**config.mk**
```make
export PLATFORM = sky130hd
export DESIGN_NAME = pwm_gen_n
export DESIGN_NICKNAME = d
export VERILOG_FILES = /design/src/rtl/pwm_gen_n_pkg.sv /design/src/rtl/pwm_gen_n_compare.sv /design/src/rtl/pwm_gen_n.sv
export SDC_FILE = /design/constraint.sdc
export NUM_CORES = 1
export LEC_CHECK = 0
export ABC_AREA = 1
export CORE_ASPECT_RATIO = 0.7
export CORE_UTILIZATION = 50
export CTS_CLUSTER_DIAMETER = 50
export DETAILED_ROUTE_END_ITERATION = 16
export PLACE_DENSITY_LB_ADDON = 0.05
export SYNTH_ARGS = -nofsm -noshare
export SYNTH_HDL_FRONTEND = slang
export SYNTH_SLANG_ARGS = --single-unit
```
**constraint.sdc**
```tcl
create_clock -name clk -period 2.1 [get_ports clk]
set_input_delay 0.42 -clock clk [delete_from_list [all_inputs] [get_ports clk]]
set_output_delay 0.42 -clock clk [all_outputs]
set_load 0.1 [all_outputs]
```
**src/rtl/pwm_gen_n_pkg.sv**
```systemverilog
// Shared definitions for the PWM generator: FSM state encoding and default sizing.
package pwm_pkg;

  localparam int PWM_WIDTH_DEF    = 8;
  localparam int PWM_CHANNELS_DEF = 4;

  typedef enum logic {
    IDLE,
    RUN
  } pwm_state_e;

  // Width of a channel index; a single channel still gets a 1-bit select.
  function automatic int ch_bits(input int n);
    return (n > 1) ? $clog2(n) : 1;
  endfunction

endpackage

```
**src/rtl/pwm_gen_n_compare.sv**
```systemverilog
// Unsigned magnitude comparator used for the duty and wrap tests.
module compare_n #(
  parameter int WIDTH = 8
) (
  input  logic [WIDTH-1:0] a_i,
  input  logic [WIDTH-1:0] b_i,
  output logic             A_less_B,
  output logic             A_equal_B,
  output logic             A_greater_B
);

  assign A_less_B    = (a_i <  b_i);
  assign A_equal_B   = (a_i == b_i);
  assign A_greater_B = (a_i >  b_i);

endmodule

```
**src/rtl/pwm_gen_n.sv**
```systemverilog
// Multi-channel PWM generator: shared counter, per-channel duty compare, registered outputs.
// Define PWM_GEN_N_SHADOW_EN to transfer duty writes only at period boundaries.
module pwm_gen_n
  import pwm_pkg::*;
#(
  parameter int WIDTH    = PWM_WIDTH_DEF,
  parameter int CHANNELS = PWM_CHANNELS_DEF
) (
  input  logic                         clk,
  input  logic                         reset,
  input  logic                         en,
  input  logic [WIDTH-1:0]             period,
  input  logic                         wr_valid,
  input  logic [ch_bits(CHANNELS)-1:0] wr_ch,
  input  logic [WIDTH-1:0]             wr_duty,
  output logic                         wr_ready,
  output logic [CHANNELS-1:0]          pwm_out,
  output logic [WIDTH-1:0]             cnt,
  output logic                         period_tick
);

  pwm_state_e          state_q, state_d;
  logic [WIDTH-1:0]    cnt_q, cnt_d;
  logic [WIDTH-1:0]    period_act_q, period_act_d;
  logic [CHANNELS-1:0] pwm_q, pwm_d;
  logic [CHANNELS-1:0] duty_lt;
  logic [WIDTH-1:0]    duty_shd_q [CHANNELS];
  logic [WIDTH-1:0]    duty_shd_d [CHANNELS];
  logic [WIDTH-1:0]    duty_act   [CHANNELS];
  logic                at_wrap;
  logic                unused_wrap_lt, unused_wrap_gt;
  logic [CHANNELS-1:0] unused_duty_eq, unused_duty_gt;

  assign wr_ready    = ~reset;
  assign period_tick = (state_q == RUN) && at_wrap;
  assign pwm_out     = pwm_q;
  assign cnt         = cnt_q;

  compare_n #(.WIDTH(WIDTH)) u_wrap_cmp (
    .a_i        (cnt_q),
    .b_i        (period_act_q),
    .A_less_B   (unused_wrap_lt),
    .A_equal_B  (at_wrap),
    .A_greater_B(unused_wrap_gt)
  );

  for (genvar g = 0; g < CHANNELS; g++) begin : g_ch
    compare_n #(.WIDTH(WIDTH)) u_duty_cmp (
      .a_i        (cnt_q),
      .b_i        (duty_act[g]),
      .A_less_B   (duty_lt[g]),
      .A_equal_B  (unused_duty_eq[g]),
      .A_greater_B(unused_duty_gt[g])
    );
  end

  // Indices at or beyond CHANNELS match no iteration, so such writes are dropped.
  always_comb begin
    duty_shd_d = duty_shd_q;
    for (int unsigned i = 0; i < CHANNELS; i++) begin
      if (wr_valid && wr_ready && (32'(wr_ch) == i)) duty_shd_d[i] = wr_duty;
    end
  end

  always_comb begin
    state_d      = state_q;
    cnt_d        = cnt_q;
    period_act_d = period_act_q;
    pwm_d        = '0;
    case (state_q)
      IDLE: begin
        cnt_d = '0;
        if (en) begin
          state_d      = RUN;
          period_act_d = period;
        end
      end
      RUN: begin
        if (!en) begin
          state_d = IDLE;
          cnt_d   = '0;
        end else begin
          pwm_d = duty_lt;
          if (at_wrap) begin
            cnt_d        = '0;
            period_act_d = period;
          end else begin
            cnt_d = cnt_q + WIDTH'(1);
          end
        end
      end
      default: state_d = IDLE;
    endcase
  end

  always_ff @(posedge clk or posedge reset) begin
    if (reset) begin
      state_q      <= IDLE;
      cnt_q        <= '0;
      period_act_q <= '0;
      pwm_q        <= '0;
      for (int unsigned i = 0; i < CHANNELS; i++) duty_shd_q[i] <= '0;
    end else begin
      state_q      <= state_d;
      cnt_q        <= cnt_d;
      period_act_q <= period_act_d;
      pwm_q        <= pwm_d;
      duty_shd_q   <= duty_shd_d;
    end
  end

`ifdef PWM_GEN_N_SHADOW_EN
  logic [WIDTH-1:0] duty_act_q [CHANNELS];
  logic             load;

  // Loading from the next-state shadow lets a write on the load edge land directly.
  assign load = en && ((state_q == IDLE) || at_wrap);

  always_ff @(posedge clk or posedge reset) begin
    if (reset) begin
      for (int unsigned i = 0; i < CHANNELS; i++) duty_act_q[i] <= '0;
    end else if (load) begin
      duty_act_q <= duty_shd_d;
    end
  end

  assign duty_act = duty_act_q;
`else
  assign duty_act = duty_shd_q;
`endif

endmodule

```
==> flow_metrics.env, run 1 <==
export IMPL_r2r_end="pwm_out[2]"
export IMPL_cp_slowest_stage_delay_ns=0.46
export IMPL_viasPerCell=4.99
export IMPL_critPathTopFamily="simple AND/OR/NAND/NOR gates"
export IMPL_place_congestion=0.764
export IMPL_numCtsBuffers=5
export IMPL_cts_buffer_depth=2
export IMPL_n_antenna_cell=0
export IMPL_cts_hold_buf=0
export IMPL_reg2reg_depth=7
export IMPL_fin_util_pct=67.6
export IMPL_drive_above_1_share_pct=14.0
export IMPL_yosys_warnings=0
export IMPL_critical_path_buf_inv_count=2
export IMPL_grt_max_degree=54
export IMPL_slew_limit_headroom_pct=55.5
export IMPL_nNetsFinal=450
export IMPL_synth_top_area_share_pct=46.5
export IMPL_p_per_area_nw_per_um2=707
export IMPL_hold_viol_final=0
export IMPL_drc_errors=0
export IMPL_p_leak_nw=1.88
export IMPL_period_needed_ns=1.99
export IMPL_synth_edf_count=0
export IMPL_hold_ws_ns=0.494
export IMPL_layout_area_overhead_vs_synth_pct=27.2
export IMPL_synthCells=343
export IMPL_hold_depth=2
export IMPL_final_setup_tns_ns=0
export IMPL_path_depth=8
export IMPL_hold_class="reg2reg"
export IMPL_dr_pass1_iters=4
export IMPL_vdd_drop_max_uv=385
export IMPL_preCtsSetupSlack_ns=0.308
export IMPL_antenna_found_initial=0
export IMPL_critPathSlowestCell="dfrtp_2"
export IMPL_drv_slew=0
export IMPL_reg2reg_setup_slack_ns=0.42
export IMPL_vias=2355
export IMPL_synth_top_cell_by_area="dfrtp_1"
export IMPL_m1WireLength_mm=3.21
export IMPL_finalNonFillerCells=472
export IMPL_worst_pin_slew_ns=0.668
export IMPL_clk_pin_slew_ns=0.09
export IMPL_grt_pass1_vias=2217
export IMPL_start_util_pct=53.1
export IMPL_synth_seq_area_share_pct=46.5
export IMPL_crit_type="reg2out"
export IMPL_r2r_start="cnt[3]"
export IMPL_cp_end_kind="primary output"
export IMPL_wl_per_cell_um=13.4
export IMPL_regArea_sq_um=1330
export IMPL_setup_viol_count_final=0
export IMPL_antenna_left=0
export IMPL_critPathMaxFanout=6
export IMPL_crit_chain="inv_2 -> nand2_1 -> nand2_1 -> nand2_1 -> nor2_2 -> nand2_4 -> nor2_4 -> buf_12"
export IMPL_die_y_um=65.2
export IMPL_skew_ns=0.00869
export IMPL_async_flop_share_pct=100
export IMPL_crit_arrival_ns=1.57
export IMPL_grt_overflow=0
export IMPL_cts_root_buf="clkbuf_8"
export IMPL_cts_sinks=53
export IMPL_multi_input_area_sq_um=1310
export IMPL_dr_max_layer_used="met4"
export IMPL_crit_top_cell="nand2_1"
export IMPL_cts_tree="done"
export IMPL_grt_pass1_wl_mm=10.3
export IMPL_drv_cap=0
export IMPL_wl_met2_mm=2.68
export IMPL_max_freq_ghz=0.503
export IMPL_synth_area_sq_um=2850
export IMPL_post_route_period_util_pct=94.7
export IMPL_min_from="duty_act[18]"
export IMPL_clk_latency_ns=0.31
export IMPL_required_ns=1.68
export IMPL_ys_ff_latch=53
export IMPL_syn_area_per_cell_sq_um=8.31
export IMPL_yosysUniqueCellTypes=18
export IMPL_synthTopCellsByArea="dfrtp_1 47%, ha_1 13%, nand2_1 12%, inv_1 6.7%, o21ai_0 5.8%"
export IMPL_core_sq_um=5370
export IMPL_ctsHtreeMaxLevel=2
export IMPL_finalWorstSetupSlack_ns=0.112
export IMPL_wl_met3_um=305
export IMPL_grt_use_total_pct=22.7
export IMPL_hpwlAfterDp_mm=4.63
export IMPL_synthTopCellsByCount="93 x nand2_1, 53 x dfrtp_1, 51 x inv_1"
export IMPL_startpoint_type="flop"
export IMPL_min_to="duty_act[18]"
export IMPL_io_pins=36
export IMPL_synth_main_ff_cell="dfrtp_1"
export IMPL_totalWireLength_mm=6.31
export IMPL_dp_cells=454
export IMPL_synth_most_common_cell="nand2_1"
export IMPL_synth_nets=394
export IMPL_die_w_um=92.2
export IMPL_rsz0062_at_grt="no"
export IMPL_status="complete, no violations"
export IMPL_row_count=22
export IMPL_port_buffers=35
export IMPL_die_area_sq_um=6010
export IMPL_drt_iter0_drc=79
export IMPL_fillers=444
-- routing by layer --
metal | global-route usage (%) | vias up
li1 | - | 1199
met1 | 33.1 | 1098
met2 | 34.0 | 48
met3 | 4.51 | 10
met4 | 7.62 | 0
met5 | 0 | -
-- state kept, by name (all words and copies together) (netlist names) --
signal / count
duty_act: 32
pwm_out: 4
state_q: 1
cnt: 8
period_act_q: 8
-- cells by family after synthesis --
logic type                 synth area share [%]
AOI/OAI and AO/OA                          10.4
xor gates and xnor gates                   2.46
adders and majority gates                  12.7
buffers and inverters                      7.64
DFF                                        46.5
and+or+nand+nor                            20.3
-- power breakdown --
group          internal (W)  total [W]  switching (W)
logic              0.000227   0.000594       0.000366
clock network      0.000389   0.000718       0.000329
registers           0.00117    0.00125      0.0000846
-- worst reg2reg max path, delay by kind of cell, from the launching register on --
family | cells | cell delay, ns
AO/OA/AOI/OAI | 1 | 0.36
adder cells (fa/ha/maj) | 1 | 0.30
buffers and inverters | 1 | 0.17
flip-flops | 1 | 0.45
AND/OR/NAND/NOR | 4 | 0.29
-- cell type report --
| type | count | area share (%) |
|---|---|---|
| clock buffers | 7 | 2.38 |
| repair buffers | 54 | 15.7 |
| well taps | 72 | 2.48 |
| clock inverters | 1 | 0.828 |
| flip-flops and latches | 53 | 36.7 |
| multi-input cells | 232 | 36.2 |
| inverters | 53 | 5.59 |
-- worst max-delay path by stage --
stage	startpoint	to
6_report	cnt[0]	period_tick
5_1_grt	cnt[0]	period_tick
4_1_cts	cnt[3]	period_tick
3_5_place_dp	reset	duty_act[16]
3_3_place_gp	cnt[4]	period_tick
2_1_floorplan	cnt[5]	period_tick
-- cell usage in the layout (no fill, tap or decap) --
| cell type | netlist | routed |
|---|---|---|
| a21oi_1 | 16 | 16 |
| buf_12 | 0 | 9 |
| buf_4 | 0 | 24 |
| bufinv_16 | 0 | 1 |
| clkbuf_1 | 5 | 1 |
| clkbuf_8 | 0 | 6 |
| clkdlybuf4s50_1 | 0 | 21 |
| clkinvlp_4 | 0 | 1 |
| dfrtp_1 | 53 | 48 |
| dfrtp_2 | 0 | 5 |
| ha_1 | 29 | 29 |
| inv_1 | 51 | 50 |
| inv_2 | 2 | 2 |
| nand2_1 | 93 | 93 |
| nand2_4 | 3 | 3 |
| nand3_1 | 17 | 17 |
| nand3_2 | 1 | 1 |
| nor2_1 | 19 | 18 |
| nor2_2 | 3 | 3 |
| nor2_4 | 0 | 1 |
| nor3_1 | 2 | 2 |
| o21a_1 | 4 | 4 |
| o21ai_0 | 33 | 33 |
| o21ai_1 | 4 | 4 |
| xnor2_1 | 4 | 4 |
| xor2_1 | 4 | 4 |
-- through the flow --
stage          instance area (sq um)  power [W]
3_5_place_dp                    3430    0.00187
5_1_grt                         3630    0.00272
4_1_cts                         3550    0.00259
3_3_place_gp                    3430    0.00184
2_1_floorplan                   2860    0.00167
6_report                        3630    0.00256
-- timing repair --
item,4_1_cts,5_1_grt
gates resized for setup,2,1
hold endpoints to repair,0,0
buffers inserted,0,10
endpoints found under the setup margin,1,1
pin swaps,0,1
(Power assumes the default switching activity.)
==> inputs of run 2 (changes only) <==
--- a/config.mk
+++ b/config.mk
@@ -6,6 +6,7 @@
 export NUM_CORES = 1
 export LEC_CHECK = 0
 export ABC_AREA = 1
+export CAP_MARGIN = 20
 export CORE_ASPECT_RATIO = 0.7
 export CORE_UTILIZATION = 50
 export CTS_CLUSTER_DIAMETER = 50
==> constraint.sdc (replaced) <==
create_clock -name clk -period 1.7 [get_ports clk]
set_input_delay 0.34 -clock clk [delete_from_list [all_inputs] [get_ports clk]]
set_output_delay 0.34 -clock clk [all_outputs]
set_load 0.1 [all_outputs]
==> run 2 against run 1 <==
Compared with the run above:
- the flow now finishes with violations (negative setup slack)
- via count is 1.9% lower
- sequential share of layout area is 0.97 points lower
- die area stayed put
- clock skew is 0.0038 ns lower
- register-to-register slack worse by 0.28 ns
- non-clock buffer count is 5 higher
- flip-flop and latch count stayed put
- clock power is 7.5% higher
- critical path type unchanged
- power is 22% higher
- first-iteration DRC count is 8.9% higher
- utilization is 2.0 points higher
==> flow_metrics.env, run 2 (synthesis results as in run 1) <==
export IMPL_drv_slew=0
export IMPL_skew_ns=0.00491
export IMPL_viasPerCell=4.84
export IMPL_combPwrFrac_pct=25.6
export IMPL_grt_use_total_pct=23.4
export IMPL_period_needed_ns=1.79
export IMPL_cts_buffer_depth=2
export IMPL_p_clk_share_pct=24.7
export IMPL_drc_errors=0
export IMPL_place_congestion=0.810
export IMPL_final_setup_tns_ns=-0.0891
export IMPL_slew_limit_headroom_pct=70.8
export IMPL_die_w_um=92.2
export IMPL_wl_per_cell_um=13.1
export IMPL_vias=2311
export IMPL_hold_class="reg2reg"
export IMPL_finalWorstSetupSlack_ns=-0.0891
export IMPL_drv_cap=0
export IMPL_die_area_sq_um=6010
export IMPL_antenna_left=0
export IMPL_grt_pass1_wl_mm=10.6
export IMPL_ctsHtreeMaxLevel=2
export IMPL_totalWireLength_mm=6.23
export IMPL_dr_pass1_iters=4
export IMPL_crit_arrival_ns=1.45
export IMPL_p_per_area_nw_per_um2=835
export IMPL_nNetsFinal=455
export IMPL_clk_pin_slew_ns=0.09
export IMPL_io_pins=36
export IMPL_hold_viol_final=0
export IMPL_hold_ws_ns=0.489
export IMPL_grt_overflow=0
export IMPL_cts_tree="done"
export IMPL_startpoint_type="flop"
export IMPL_p_leak_nw=1.91
export IMPL_row_count=22
export IMPL_status="finished, violations left"
export IMPL_start_util_pct=53.1
export IMPL_final_common_cell="nand2_1"
export IMPL_max_freq_ghz=0.559
export IMPL_grt_max_degree=54
export IMPL_violations="negative setup slack"
export IMPL_setup_viol_count_final=1
export IMPL_switching_share_pct=31.3
export IMPL_final_cell_mix="92 x nand2_1, 50 x inv_1, 45 x dfrtp_1"
export IMPL_cts_sinks=53
export IMPL_internal_power_w=0.00214
export IMPL_drt_iter0_drc=86
export IMPL_preCtsSetupSlack_ns=-0.0259
export IMPL_crit_type="reg2out"
export IMPL_largest_reg_flops=32
export IMPL_n_antenna_cell=0
export IMPL_core_sq_um=5370
export IMPL_switchingPower_w=0.000975
export IMPL_numCtsBuffers=5
export IMPL_cp_end_kind="primary output"
export IMPL_vdd_drop_max_uv=607
export IMPL_seqPwrFrac_pct=49.7
export IMPL_layout_area_overhead_vs_synth_pct=31.0
export IMPL_rsz0062_at_grt="yes"
export IMPL_critPathMaxFanout=4
export IMPL_cts_root_buf="clkbuf_8"
export IMPL_cts_hold_buf=0
export IMPL_grt_pass1_vias=2128
export IMPL_worst_pin_slew_ns=0.437
export IMPL_required_ns=1.36
export IMPL_antenna_found_initial=0
export IMPL_die_y_um=65.2
export IMPL_drive_above_1_share_pct=16.3
export IMPL_fillers=438
export IMPL_clk_latency_ns=0.30
export IMPL_port_buffers=35
export IMPL_post_route_period_util_pct=105
export IMPL_hpwlAfterDp_mm=4.78
==> run 2: power groups by stage <==
stage                     clock [W]  sequential, W  combinational, W
after detailed placement          0        0.00158          0.000785
after CTS                  0.000786        0.00155          0.000803
after floorplan                   0        0.00162          0.000444
after global routing       0.000836        0.00157          0.000917
after global placement            0        0.00157          0.000756
final                      0.000772        0.00155          0.000798
==> run 2: final cells by class <==
cell class	instances	area, sq um	area share [%]
tap	72	90.1	2.41
multi-input combinational	232	1320	35.4
sequential	53	1340	35.8
clock inverter	1	5.00	0.134
clock buffer	7	96.3	2.58
timing repair buffer	59	683	18.3
inverter	53	203	5.43
==> run 2: routing by layer <==
layer  share of wire [%]  GRT usage (%)  vias to the layer above
met5                   0              0                        -
li1                    -              -                     1210
met1                  51           35.1                     1050
met2                  44           35.6                       45
met4                0.90           5.27                        0
met3                 4.1           4.05                        6
==> run 2: critical path: stages, from the launching register on <==
cell and delay [ns]:
dfrtp_2 0.44, inv_2 0.06, nand2_1 0.04, nand2_1 0.06
nand2_2 0.07, nor2_4 0.14, nand2_4 0.07, nor2_4 0.10
buf_12 0.18
==> run 2: metrics by stage <==
step           util [%]  power (W)  instance area (sq um)  std cells
6_report           69.6    0.00312                   3730        477
5_1_grt            69.6    0.00333                   3730        477
4_1_cts            69.4    0.00314                   3720        476
3_5_place_dp       66.6    0.00236                   3570        462
3_3_place_gp       66.6    0.00233                   3570        462
2_1_floorplan         -    0.00207                   2870        343
==> run 2: worst paths after layout <==
| path | start | to | slack [ns] | cells after the start |
|---|---|---|---|---|
| hold / removal | duty_act[5] | duty_act[5] | 0.49 | 2 |
| hold reg to reg | duty_act[5] | duty_act[5] | 0.49 | 2 |
| setup / recovery | cnt[0] | period_tick | -0.09 | 8 |
| min in group asynchronous | reset | duty_act[5] | 0.59 | 3 |
| max in group asynchronous | reset | cnt[3] | 0.84 | 3 |
| setup reg to reg | cnt[1] | pwm_out[2] | 0.14 | 8 |
==> run 2: what timing repair did <==
action / 4_1_cts / 5_1_grt
cloned: 0 / 0
pin swaps: 4 / 3
setup endpoints to repair: 1 / 2
resized for setup: 1 / 2
buffers inserted: 6 / 1
==> inputs of run 3 (changes only) <==
--- a/config.mk
+++ b/config.mk
@@ -7,10 +7,13 @@
 export LEC_CHECK = 0
 export ABC_AREA = 1
 export CAP_MARGIN = 20
+export CELL_PAD_IN_SITES_DETAIL_PLACEMENT = 0
+export CELL_PAD_IN_SITES_GLOBAL_PLACEMENT = 2
 export CORE_ASPECT_RATIO = 0.7
-export CORE_UTILIZATION = 50
+export CORE_UTILIZATION = 30
 export CTS_CLUSTER_DIAMETER = 50
 export DETAILED_ROUTE_END_ITERATION = 16
+export MAX_ROUTING_LAYER = met4
 export PLACE_DENSITY_LB_ADDON = 0.05
 export SYNTH_ARGS = -nofsm -noshare
 export SYNTH_HDL_FRONTEND = slang
==> run 3 against run 2 <==
Compared with the run above:
- the run still ends with negative setup slack left
- utilization down 26 points
- fmax shrank 0.44%
- largest cell class is now multi-input combinational cells
- sequential share of layout area is 1.9 points lower
==> flow_metrics.env, run 3 (synthesis results as in run 1) <==
export IMPL_largest_reg_flops=32
export IMPL_start_util_pct=31.2
export IMPL_final_cell_mix="91 x nand2_1, 50 x inv_1, 45 x dfrtp_1"
export IMPL_grt_met1_usage_pct=23.5
export IMPL_total_power_w=0.00371
export IMPL_dp_cells=520
export IMPL_hold_ws_ns=0.486
export IMPL_drive_above_1_share_pct=18.3
export IMPL_numCtsBuffers=5
export IMPL_io_pins=36
export IMPL_wl_per_cell_um=13.2
export IMPL_layout_area_overhead_vs_synth_pct=38.5
export IMPL_n_antenna_cell=0
export IMPL_crit_type="reg2out"
export IMPL_viasPerCell=4.32
export IMPL_startpoint_type="flop"
export IMPL_rsz0062_at_grt="yes"
export IMPL_drc_errors=0
export IMPL_setup_viol_count_final=1
export IMPL_grt_use_total_pct=16.4
export IMPL_totalWireLength_mm=7.05
export IMPL_reg2reg_setup_slack_ns=0.14
export IMPL_use_met3_pct=3.35
export IMPL_grt_pass1_wl_mm=12.0
export IMPL_p_leak_nw=1.99
export IMPL_cts_hold_buf=0
export IMPL_clk_pin_slew_ns=0.08
export IMPL_finalWorstSetupSlack_ns=-0.0970
export IMPL_nNetsFinal=460
export IMPL_cts_root_buf="clkbuf_16"
export IMPL_finalNonFillerCells=534
export IMPL_place_congestion=0.721
export IMPL_ctsHtreeMaxLevel=2
export IMPL_worst_pin_slew_ns=0.301
export IMPL_row_count=29
export IMPL_die_area_sq_um=9900
export IMPL_die_w_um=119
export IMPL_port_buffers=35
export IMPL_drt_iter0_drc=75
export IMPL_top_usage_layer="met1"
export IMPL_p_per_area_nw_per_um2=939
export IMPL_cts_buffer_depth=2
export IMPL_crit_arrival_ns=1.46
export IMPL_die_y_um=83.6
export IMPL_drv_slew=0
export IMPL_critPathMaxFanout=4
export IMPL_grt_max_degree=52
export IMPL_max_freq_ghz=0.556
export IMPL_vdd_drop_max_uv=334
export IMPL_status="finished, violations left"
export IMPL_clk_latency_ns=0.30
export IMPL_vias=2305
export IMPL_cts_tree="done"
export IMPL_post_route_period_util_pct=106
export IMPL_violations="negative setup slack"
export IMPL_period_needed_ns=1.80
export IMPL_antenna_found_initial=0
export IMPL_skew_ns=0.00811
export IMPL_hold_viol_final=0
export IMPL_core_sq_um=9140
export IMPL_dr_pass1_iters=4
export IMPL_slew_limit_headroom_pct=80.0
export IMPL_cp_end_kind="primary output"
export IMPL_antenna_left=0
export IMPL_hold_class="reg2reg"
export IMPL_hpwlAfterDp_mm=5.28
export IMPL_final_common_cell="nand2_1"
export IMPL_grt_pass1_vias=2329
export IMPL_cts_sinks=53
export IMPL_grt_overflow=0
export IMPL_final_setup_tns_ns=-0.0970
export IMPL_drv_cap=0
export IMPL_required_ns=1.36
export IMPL_use_met2_pct=23.4
[run 3: cell types whose count changed in the layout (fill, tap and decap cells not counted), moves of 3 or more]
cell	change
buf_4	+5
clkbuf_16	+5
clkbuf_8	-7
o21ai_0	-3
[run 3: final cells by class]
| type | instances | area (sq um) |
|---|---|---|
| fillers | 926 | 5200 |
| inverters | 53 | 203 |
| multi-input cells | 232 | 1340 |
| flip-flops and latches | 53 | 1340 |
| well taps | 124 | 155 |
| repair buffers | 64 | 721 |
| clock buffers | 5 | 125 |
| clock inverters | 3 | 65.1 |
[run 3: per-layer routing]
metal,part of all wire (%),up-vias
li1,-,1219
met5,0,-
met3,3.2,5
met1,56,1055
met4,0.94,0
met2,40,26
[run 3: worst paths after layout]
check	start	endpoint	depth (start not counted)
max	cnt[4]	period_tick	8
min	duty_act[4]	duty_act[4]	2
max reg2reg	cnt[2]	pwm_out[0]	9
min reg2reg	duty_act[4]	duty_act[4]	2
max in group asynchronous	reset	cnt[2]	4
min in group asynchronous	reset	pwm_out[1]	3
[run 3: critical path, stage by stage, from the launching register on]
cell and delay, ns:
dfrtp_2 0.43, inv_1 0.07, nand2_1 0.05, nand2_1 0.07
nand2_1 0.06, nor2_2 0.12, nand2_4 0.07, nor2_4 0.10
buf_12 0.18
[run 3: per-stage QoR]
stage / area, sq um / util (%) / setup WS, ns
finish: 3950 / 43.2 / -0.0970
global route: 3950 / 43.2 / -0.176
CTS: 3920 / 42.8 / -0.146
detailed placement: 3680 / 40.3 / 0.0748
global placement: 3680 / 40.3 / 0.0737
floorplan: 2870 / - / -0.318
[run 3: power breakdown]
| part | total [W] | switching, W | internal (W) | leakage (nW) |
|---|---|---|---|---|
| clock network | 0.00134 | 0.000494 | 0.000842 | 0.0938 |
| logic | 0.000821 | 0.000472 | 0.000349 | 1.23 |
| registers | 0.00155 | 0.000106 | 0.00144 | 0.663 |
[run 3: timing repair]
action                                  4_1_cts  5_1_grt
gates resized for setup                       2        8
setup buffers                                 4        2
endpoints found under the setup margin        1        3
pin swaps                                     2        4
cloned                                        0        0
